## src/rtl/riscv_defs.sv

```systemverilog
// Shared definitions for the writeback path.
//   XLEN       - datapath width
//   REG_ADDR_W - register index width
//   NUM_REGS   - architectural register count (width of the busy scoreboard)
//   ZERO_REG   - hard-wired zero register index
//   wb_src_e   - which source drives the register-file write port in a cycle
package riscv_defs;

    localparam int unsigned XLEN       = 32;
    localparam int unsigned REG_ADDR_W = 5;
    localparam int unsigned NUM_REGS   = 32;
    localparam logic [REG_ADDR_W-1:0] ZERO_REG = 5'd0;

    typedef enum logic [1:0] {
        WB_SRC_NONE,
        WB_SRC_ALU,
        WB_SRC_LOAD
    } wb_src_e;

endpackage

```

## src/rtl/wb_load_queue.sv

```systemverilog
// In-order load queue for the writeback stage.
// Entries are allocated at the tail on issue, filled in order at the fill
// pointer as responses return, and retired from the head once filled.
//   clk, rst     - clock, asynchronous active-high reset
//   issue_valid  - allocate an entry (ignored while full)
//   issue_rd     - destination register of the issued load
//   resp_valid   - load data returning for the oldest unfilled entry
//   resp_data    - returning load data
//   pop          - retire the head entry (only meaningful with head_ready)
//   head_ready   - head entry is valid and holds its data
//   head_rd      - destination register of the head entry
//   head_data    - data of the head entry
//   issue_ready  - queue not full (from registered count)
//   count        - occupied entries
//   entry_valid  - per-entry valid flags, for the busy scoreboard
//   entry_rd     - per-entry destination registers, for the busy scoreboard
module wb_load_queue
    import riscv_defs::*;
#(
    parameter int unsigned XLEN  = riscv_defs::XLEN,
    parameter int unsigned DEPTH = 4,
    localparam int unsigned PW   = $clog2(DEPTH),
    localparam int unsigned CW   = PW + 1
)(
    input  logic                           clk,
    input  logic                           rst,
    input  logic                           issue_valid,
    input  logic [REG_ADDR_W-1:0]          issue_rd,
    input  logic                           resp_valid,
    input  logic [XLEN-1:0]                resp_data,
    input  logic                           pop,
    output logic                           head_ready,
    output logic [REG_ADDR_W-1:0]          head_rd,
    output logic [XLEN-1:0]                head_data,
    output logic                           issue_ready,
    output logic [CW-1:0]                  count,
    output logic [DEPTH-1:0]               entry_valid,
    output logic [DEPTH-1:0][REG_ADDR_W-1:0] entry_rd
);

    logic [PW-1:0]   head_ptr;
    logic [PW-1:0]   tail_ptr;
    logic [PW-1:0]   fill_ptr;
    logic [DEPTH-1:0] valid;
    logic [DEPTH-1:0] filled;
    logic [DEPTH-1:0][REG_ADDR_W-1:0] rd_q;
    logic [XLEN-1:0] data_q [DEPTH];

    logic issue_fire;
    logic pop_fire;

    // Readiness comes from the registered count only, so a pop in the same
    // cycle never lets a new issue into a full queue.
    assign issue_ready = (count < CW'(DEPTH));
    assign issue_fire  = issue_valid && issue_ready;

    assign head_ready  = valid[head_ptr] && filled[head_ptr];
    assign pop_fire    = pop && head_ready;
    assign head_rd     = rd_q[head_ptr];
    assign head_data   = data_q[head_ptr];

    assign entry_valid = valid;
    assign entry_rd    = rd_q;

    // Issue writes at the tail, responses at the fill pointer and pops at the
    // head. The three never target the same entry in a legal cycle: the tail
    // equals the head only when empty or full, and the fill pointer only
    // reaches the tail when no unfilled entry remains.
    always_ff @(posedge clk or posedge rst) begin
        if (rst) begin
            head_ptr <= '0;
            tail_ptr <= '0;
            fill_ptr <= '0;
            count    <= '0;
            valid    <= '0;
            filled   <= '0;
            rd_q     <= '0;
            for (int unsigned i = 0; i < DEPTH; i++) begin
                data_q[i] <= '0;
            end
        end else begin
            if (issue_fire) begin
                valid[tail_ptr]  <= 1'b1;
                filled[tail_ptr] <= 1'b0;
                rd_q[tail_ptr]   <= issue_rd;
                tail_ptr         <= tail_ptr + PW'(1);
            end
            if (resp_valid) begin
                filled[fill_ptr] <= 1'b1;
                data_q[fill_ptr] <= resp_data;
                fill_ptr         <= fill_ptr + PW'(1);
            end
            if (pop_fire) begin
                valid[head_ptr] <= 1'b0;
                head_ptr        <= head_ptr + PW'(1);
            end
            count <= count + CW'(issue_fire) - CW'(pop_fire);
        end
    end

endmodule

```

## src/rtl/wb_arbiter.sv

```systemverilog
// Writeback arbiter: merges single-cycle ALU results and in-order load
// responses onto the register file's single write port, and publishes a
// per-register busy scoreboard for decode.
//   clk, rst        - clock, asynchronous active-high reset
//   alu_valid       - ALU result present this cycle (always has priority)
//   alu_rd, alu_wd  - ALU destination register and result
//   ld_issue_valid  - load issued this cycle, allocates a queue entry
//   ld_issue_rd     - load destination register
//   ld_issue_ready  - load queue not full
//   ld_resp_valid   - load data returning, in issue order
//   ld_resp_data    - returning load data
//   rf_we/rf_rd/rf_wd - registered register-file write port
//   busy            - bit i set while a write to xi is still pending
//   lq_count        - occupied load-queue entries
module wb_arbiter
    import riscv_defs::*;
#(
    parameter int unsigned XLEN     = riscv_defs::XLEN,
    parameter int unsigned LQ_DEPTH = 4
)(
    input  logic                      clk,
    input  logic                      rst,
    input  logic                      alu_valid,
    input  logic [4:0]                alu_rd,
    input  logic [XLEN-1:0]           alu_wd,
    input  logic                      ld_issue_valid,
    input  logic [4:0]                ld_issue_rd,
    output logic                      ld_issue_ready,
    input  logic                      ld_resp_valid,
    input  logic [XLEN-1:0]           ld_resp_data,
    output logic                      rf_we,
    output logic [4:0]                rf_rd,
    output logic [XLEN-1:0]           rf_wd,
    output logic [31:0]               busy,
    output logic [$clog2(LQ_DEPTH):0] lq_count
);

    logic                                head_ready;
    logic [REG_ADDR_W-1:0]               head_rd;
    logic [XLEN-1:0]                     head_data;
    logic [LQ_DEPTH-1:0]                 entry_valid;
    logic [LQ_DEPTH-1:0][REG_ADDR_W-1:0] entry_rd;
    logic                                pop;
    wb_src_e                             sel;

    wb_load_queue #(
        .XLEN  (XLEN),
        .DEPTH (LQ_DEPTH)
    ) u_lq (
        .clk         (clk),
        .rst         (rst),
        .issue_valid (ld_issue_valid),
        .issue_rd    (ld_issue_rd),
        .resp_valid  (ld_resp_valid),
        .resp_data   (ld_resp_data),
        .pop         (pop),
        .head_ready  (head_ready),
        .head_rd     (head_rd),
        .head_data   (head_data),
        .issue_ready (ld_issue_ready),
        .count       (lq_count),
        .entry_valid (entry_valid),
        .entry_rd    (entry_rd)
    );

    // ALU always wins; a filled load head waits as long as the ALU is busy.
    always_comb begin
        sel = WB_SRC_NONE;
        if (alu_valid) begin
            sel = WB_SRC_ALU;
        end else if (head_ready) begin
            sel = WB_SRC_LOAD;
        end
    end

    assign pop = (sel == WB_SRC_LOAD);

    // Writes to x0 still occupy the port slot but never assert the enable.
    always_ff @(posedge clk or posedge rst) begin
        if (rst) begin
            rf_we <= 1'b0;
            rf_rd <= '0;
            rf_wd <= '0;
        end else begin
            case (sel)
                WB_SRC_ALU: begin
                    rf_we <= (alu_rd != ZERO_REG);
                    rf_rd <= alu_rd;
                    rf_wd <= alu_wd;
                end
                WB_SRC_LOAD: begin
                    rf_we <= (head_rd != ZERO_REG);
                    rf_rd <= head_rd;
                    rf_wd <= head_data;
                end
                default: begin
                    rf_we <= 1'b0;
                end
            endcase
        end
    end

    // Scoreboard from state only: every queued load (filled or not) plus the
    // write sitting in the output register, which the file has not seen yet.
    always_comb begin
        busy = '0;
        for (int unsigned i = 0; i < LQ_DEPTH; i++) begin
            if (entry_valid[i]) begin
                busy[entry_rd[i]] = 1'b1;
            end
        end
        if (rf_we) begin
            busy[rf_rd] = 1'b1;
        end
        busy[ZERO_REG] = 1'b0;
    end

endmodule

```

## config.mk

```make
export PLATFORM = sky130hd
export DESIGN_NAME = wb_arbiter
export DESIGN_NICKNAME = d
export VERILOG_FILES = /design/src/rtl/riscv_defs.sv /design/src/rtl/wb_load_queue.sv /design/src/rtl/wb_arbiter.sv
export SDC_FILE = /design/constraint.sdc
export NUM_CORES = 1
export LEC_CHECK = 0
export CAP_MARGIN = 20
export CORE_MARGIN = 3
export CORE_UTILIZATION = 52
export CTS_CLUSTER_SIZE = 28
export DETAILED_ROUTE_END_ITERATION = 10
export GPL_ROUTABILITY_DRIVEN = 1
export PLACE_DENSITY = 0.74
export SLEW_MARGIN = 20
export SYNTH_ARGS = -nofsm -noshare
export SYNTH_HDL_FRONTEND = slang
export SYNTH_HIERARCHICAL = 1
export SYNTH_SLANG_ARGS = --single-unit
```

## constraint.sdc

```tcl
create_clock -name clk -period 7.55 [get_ports clk]
set_input_delay 0.755 -clock clk [delete_from_list [all_inputs] [get_ports clk]]
set_output_delay 0.755 -clock clk [all_outputs]
set_load 0.05 [all_outputs]
```

Word level (Yosys, flattened, before mapping)
Cells that the tools add are included.
{"block": "classes", "addsub": 5, "magnitude_cmp": 20, "eq_ne": 2, "n_mux": 45, "bitwise": 12, "reduce_logical": 15}
{"operator": "two-way mux 32 bit", "n": 8}
{"operator": "bitwise mux 128 bit", "n": 1}
{"operator": "bitwise OR 32 bit", "n": 4}
{"operator": "binary-select mux 32 bit (select 2 bit)", "n": 1}
{"operator": "demux 32 bit (select 2 bit)", "n": 1}
{"operator": "one-hot mux 32 bit (2 select lines)", "n": 1}
{"operator": "< comparator 5 x 6 -> 1 bit, second input constant", "n": 5}
{"operator": "demux 1 bit (select 5 bit)", "n": 5}
{"operator": "greater-or-equal comparator 5 x 1 -> 1 bit, second input constant", "n": 5}
{"operator": "bitwise mux 20 bit", "n": 1}
{"operator": "two-way mux 4 bit", "n": 4}
{"operator": "logical AND 1 bit", "n": 12}
{"operator": "binary-select mux 5 bit (select 2 bit)", "n": 1}
{"operator": "demux 5 bit (select 2 bit)", "n": 1}
{"operator": "two-way mux 1 bit", "n": 10}
{"operator": "two-way mux 5 bit", "n": 2}
{"operator": "one-hot mux 5 bit (2 select lines)", "n": 1}
{"operator": "nonzero test 5 bit", "n": 2}
{"operator": "< comparator 2 x 3 -> 1 bit, second input constant", "n": 3}
{"operator": "bitwise AND 4 bit", "n": 2}
{"operator": "inverter 4 bit", "n": 2}
{"operator": "bitwise OR 4 bit", "n": 2}
{"operator": "adder 2 x 1 -> 2 bit, second input constant", "n": 3}
{"operator": "demux 1 bit (select 2 bit)", "n": 3}
{"operator": "other kinds (13)", "n": 19}
{"block": "word_totals", "regBits": 203, "out_inout_bits": 74}

Logic depth before layout (Yosys ltp)
{"block": "logic_depth", "ltp_word": 13, "mapped_depth": 16, "ltp_nobuf": 11}

Cells and area by module
The synthesis kept the hierarchy.
{"module": "wb_load_queue", "instances": 1, "cells_per_inst": 447, "area_each_um2": 7290.7}
{"module": "wb_arbiter", "instances": 1, "cells_per_inst": 371, "area_each_um2": 3118.0}

Worst setup path after synthesis
No wires, ideal clock.
{"block": "synth_path", "path_type": "flip-flop to flip-flop", "startpoint": "reg u_lq.head_ptr[1]", "endpoint": "reg u_lq.count[2]", "setup_time_ns": 0.142, "t_arrival_ns": 3.254, "path_slack_ns": 4.153, "stages_incl_launch_ff": 17, "n_path_buf": 5, "synth_period_minus_slack_ns": 3.397, "path_cell_list": "dfrtp_1 buf_4 inv_2 mux4_2 clkbuf_1 buf_4 buf_2 nor2b_1 clkbuf_1 and2_1 ha_1 inv_1 ha_1 inv_1 fa_1 xnor2_1 xnor2_1"}
{"block": "synth_via", "elab_chain_len": 8}
{"item": "from (decl)", "line_no": "wb_load_queue.sv:41", "source": "logic [PW-1:0] head_ptr;"}
{"item": "from (signal assigned)", "line_no": "wb_load_queue.sv:95", "source": "head_ptr <= head_ptr + PW'(1);"}
{"item": "binary-select mux 1 bit (select 2 bit)", "line_no": "wb_load_queue.sv:57", "source": "assign head_ready = valid[head_ptr] && filled[head_ptr];"}
{"item": "two-way mux 1 bit (not written as such)", "line_no": "wb_load_queue.sv:57"}
{"item": "logical AND 1 bit (*)", "line_no": "wb_load_queue.sv:57"}
{"item": "net head_ready", "line_no": "wb_arbiter.sv:38", "source": "logic head_ready;"}
{"item": "two-way mux 2 bit (*)", "line_no": "wb_arbiter.sv:71", "source": "end else if (head_ready) begin"}
{"item": "two-way mux 2 bit (*)", "line_no": "wb_arbiter.sv:69", "source": "if (alu_valid) begin"}
{"item": "equality test 2 bit (*)", "line_no": "wb_arbiter.sv:76", "source": "assign pop = (sel == WB_SRC_LOAD);"}
{"item": "net pop", "line_no": "wb_arbiter.sv:43", "source": "logic pop;"}
{"item": "logical AND 1 bit (*)", "line_no": "wb_load_queue.sv:58", "source": "assign pop_fire = pop && head_ready;"}
{"item": "subtractor 3 x 1 -> 3 bit (*)", "line_no": "wb_load_queue.sv:97", "source": "count <= count + CW'(issue_fire) - CW'(pop_fire);"}
{"item": "to (signal assigned)", "line_no": "wb_load_queue.sv:97"}
{"item": "to (decl)", "line_no": "wb_load_queue.sv:36", "source": "output logic [CW-1:0] count,"}
The timed path passes the listed nets; every way through them passes the cells marked *. The select of a mux whose other input is x is not followed.
A chain may end at the register's enable or synchronous reset.

Final worst setup path
{"block": "layout_path", "startpoint": "reg u_lq.valid[1], in the netlist u_lq/entry_valid[1]", "endpoint": "reg u_lq.count[2]"}
{"block": "layout_via", "elab_chain_len": 8}
{"item": "from (decl)", "line_no": "wb_load_queue.sv:44", "source": "logic [DEPTH-1:0] valid;"}
{"item": "from (signal assigned)", "line_no": "wb_load_queue.sv:75", "source": "valid <= '0;"}
{"item": "from (signal, indexed assignment)", "line_no": "wb_load_queue.sv:83", "source": "valid[tail_ptr] <= 1'b1;"}
{"item": "from (signal, indexed assignment)", "line_no": "wb_load_queue.sv:94", "source": "valid[head_ptr] <= 1'b0;"}
{"item": "binary-select mux 1 bit (select 2 bit)", "line_no": "wb_load_queue.sv:57"}
{"item": "two-way mux 1 bit (not written as such)", "line_no": "wb_load_queue.sv:57"}
{"item": "logical AND 1 bit", "line_no": "wb_load_queue.sv:57"}
{"item": "net head_ready", "line_no": "wb_arbiter.sv:38"}
{"item": "two-way mux 2 bit", "line_no": "wb_arbiter.sv:71"}
{"item": "two-way mux 2 bit", "line_no": "wb_arbiter.sv:69"}
{"item": "equality test 2 bit", "line_no": "wb_arbiter.sv:76"}
{"item": "net pop", "line_no": "wb_arbiter.sv:43"}
{"item": "logical AND 1 bit", "line_no": "wb_load_queue.sv:58"}
{"item": "subtractor 3 x 1 -> 3 bit", "line_no": "wb_load_queue.sv:97"}
The timed path passes the listed nets, and every way through them passes these cells. The select of a mux whose other input is x is not followed.

==> results.sh <==
export IMPL_hpwl_um=17300
export IMPL_setup_viol_count_final=0
export IMPL_cts_sinks=203
export IMPL_finalCriticalPeriod_ns=3.81
export IMPL_slew_violations=0
export IMPL_clk_pin_slew_worst_paths_ns=0.06
export IMPL_drc=0
export IMPL_cp_arrival_ns=4.24
export IMPL_grt_pass1_wl_um=41500
export IMPL_stdcell_count=1238
export IMPL_cts_root_buf="clkbuf_16"
export IMPL_place_ws_ns=3.78
export IMPL_port_buffer_count=151
export IMPL_status="finished, final reports clean"
export IMPL_cp_required_ns=7.98
export IMPL_timing_slew_headroom_pct=38.1
export IMPL_diodes=0
export IMPL_core_rowCount=51
export IMPL_dieArea_um2=21800
export IMPL_yosys_warnings=6
export IMPL_ff2ff_setup_slack_ns=3.74
export IMPL_cts_tree="done"
export IMPL_crit_path_start_kind="register"
export IMPL_drt_first_pass_iters=5
export IMPL_ys_seq_area_share_pct=48.8
export IMPL_clock_insertion_delay_worst_skew_ns=0.51
export IMPL_drt_wl_total_um=25800
export IMPL_grt_max_degree=101
export IMPL_grt_pass1_vias=7644
export IMPL_dr_total_vias=7526
export IMPL_overflow=0
export IMPL_synth_ff_type="dfrtp_1"
export IMPL_clock_skew_ns=0.00784
export IMPL_hold_violations=0
export IMPL_die_w_um=147
export IMPL_hold_buffers=0
export IMPL_synth_edf_count=0
export IMPL_die_y_um=147
export IMPL_initial_core_util_pct=53.1
export IMPL_worst_ir_drop_vdd_v=0.000267
export IMPL_via_per_inst=6.08
export IMPL_core_um2=19600
export IMPL_wl_per_cell_um=20.9
export IMPL_period_share_pct=50.4
export IMPL_powerDensity_nw_per_um2=506
export IMPL_syn_inst=818
export IMPL_synth_avg_cell_area_um2=12.7
export IMPL_syn_area_um2=10400
export IMPL_layout_nets=1053
export IMPL_cts_max_level=1
export IMPL_worst_pin_slew_ns=0.927
export IMPL_async_flop_share_pct=100
export IMPL_antenna_found_initial=1
export IMPL_worst_setup_path_end_kind="register"
export IMPL_max_freq_mhz=263
export IMPL_crit_family="simple AND/OR/NAND/NOR gates"
export IMPL_maxCapViolCount=0
export IMPL_worst_path_buf_inv=3
export IMPL_post_cts_buffers=0
export IMPL_numCtsBuffers=22
export IMPL_ant_nets=0
export IMPL_crit_path_max_incr_delay_ns=0.57
export IMPL_timing_final_ws_setup_ns=3.74
export IMPL_leakage_nw=5.31
export IMPL_hold_path_class="register to register"
export IMPL_dp_cells=1200
export IMPL_worstPathCellList="and2_0 -> mux4_2 -> buf_4 -> nor2b_1 -> and2_1 -> ha_1 -> inv_1 -> ha_1 -> inv_1 -> fa_1 -> xnor2_1 -> xnor2_1"
export IMPL_ys_types=50
export IMPL_path_class="register to register"
export IMPL_syn_to_final_growth_pct=23.3
export IMPL_synth_nets=912
export IMPL_drtIter0Drc=510
export IMPL_yosys_register_bits=203
export IMPL_tns_ns=0
export IMPL_slowest_stage="buf_4"
export IMPL_layout_drive_gt1_share_pct=25.5
export IMPL_track_usage_pct=23.7
export IMPL_cp_max_fo=35
export IMPL_cts_resized=0
export IMPL_io_pins=153
export IMPL_cts_path_max_buffers=3
export IMPL_rsz0062_at_grt="false"
export IMPL_place_congestion=0.950
export IMPL_nFillCells=1508
report_power, final:
| group | internal, mW | total (mW) | switching (mW) |
|---|---|---|---|
| Combinational | 1.51 | 3.32 | 1.80 |
| Clock | 0.608 | 1.03 | 0.426 |
| Sequential | 1.64 | 2.14 | 0.492 |
layer usage:
layer  routed length [um]  track usage, %  vias up
met5                    7               0        -
met4                  792            7.88        2
met3                 1840            4.87       56
met2                12000            38.0      312
met1                11200            32.6     3779
li1                     -               -     3377
cell families after synthesis:
kind of cell / share of synthesized area [%]
xor gates and xnor gates: 0.337
adders and majority gates: 1.88
DFF: 48.8
other: 0.0360
AOI/OAI and AO/OA: 7.71
muxes: 27.9
buffers and inverters: 2.44
and+or+nand+nor: 10.9
state kept, by name, indices dropped and copies added, names as in the netlist:
signal            flops
u_lq/filled           4
rf_we                 1
u_lq/entry_rd        20
rf_wd                32
u_lq/data_q         128
u_lq/head_ptr         2
u_lq/fill_ptr         2
u_lq/count            3
rf_rd                 5
u_lq/entry_valid      4
u_lq/tail_ptr         2
cell usage in the layout, fill, tap and decap left out, types with 7 or more instances in the layout:
cell	count
a22oi_1	20
a32oi_1	8
and4bb_2	10
buf_4	9
clkbuf_16	22
clkbuf_8	7
clkdlybuf4s50_1	150
dfrtp_1	201
ha_1	14
inv_1	10
mux2_2	148
mux2i_1	38
mux4_2	38
nand2_1	67
nand2b_1	14
nand3_1	12
nand4_1	8
nand4b_1	13
nor2_1	15
nor2b_1	14
o21ai_0	44
o22ai_1	22
or3_1	10
cell type report:
class	instances	area (um2)	share of cell area, %
Timing Repair Buffer	160	1570	12.3
Tap cell	265	332	2.58
Clock buffer	33	662	5.16
Clock inverter	5	52.6	0.410
Sequential cell	203	5080	39.6
Multi-Input combinational cell	559	5070	39.6
Inverter	13	53.8	0.419
cell usage after synthesis, types with 2 or more instances:
master | n | area share (%)
dfrtp_1 | 203 | 49
mux2_2 | 148 | 16
nand2_1 | 67 | 2.4
o21ai_0 | 44 | 2.1
mux2i_1 | 38 | 3.7
mux4_2 | 38 | 8.2
buf_2 | 26 | 1.3
o22ai_1 | 22 | 1.3
a22oi_1 | 20 | 1.4
nor2_1 | 15 | 0.54
clkbuf_1 | 14 | 0.50
ha_1 | 14 | 1.7
nand2b_1 | 14 | 0.84
nor2b_1 | 14 | 0.84
nand4b_1 | 13 | 1.1
inv_1 | 12 | 0.43
nand3_1 | 12 | 0.58
and4bb_2 | 10 | 1.2
or3_1 | 10 | 0.60
a32oi_1 | 8 | 0.67
nand4_1 | 8 | 0.48
and2_1 | 6 | 0.36
nor4b_1 | 5 | 0.42
a21oi_1 | 4 | 0.19
a22o_1 | 4 | 0.34
a31oi_1 | 4 | 0.24
a211o_1 | 3 | 0.25
and3_1 | 3 | 0.18
buf_4 | 3 | 0.22
nor4bb_1 | 3 | 0.29
o211ai_1 | 3 | 0.22
o32a_1 | 3 | 0.29
o32ai_1 | 3 | 0.25
or4_1 | 3 | 0.22
xnor2_1 | 3 | 0.25
and3b_1 | 2 | 0.17
and4b_1 | 2 | 0.19
or2_2 | 2 | 0.12
through the flow:
stage                     hold WS, ns  total power [mW]  cell area (um2)  util, %
after floorplan                 0.456              4.48            10400        -
after global placement          0.480              5.40            12100     61.9
after detailed placement        0.483              5.45            12100     61.9
after CTS                       0.499              6.52            12800     65.5
after global routing            0.509              6.85            12800     65.5
final                           0.496              6.49            12800     65.5
final timing paths:
kind                                startpoint          endpoint  cells past startpoint
setup / recovery           u_lq/entry_valid[1]     u_lq/count[2]                     12
hold / removal                  u_lq/filled[1]    u_lq/filled[1]                      1
setup reg to reg           u_lq/entry_valid[1]     u_lq/count[2]                     12
hold reg to reg                 u_lq/filled[1]    u_lq/filled[1]                      1
max in group asynchronous                  rst  u_lq/entry_rd[0]                      3
min in group asynchronous                  rst   u_lq/data_q[42]                      2
(Power assumes the default switching activity.)
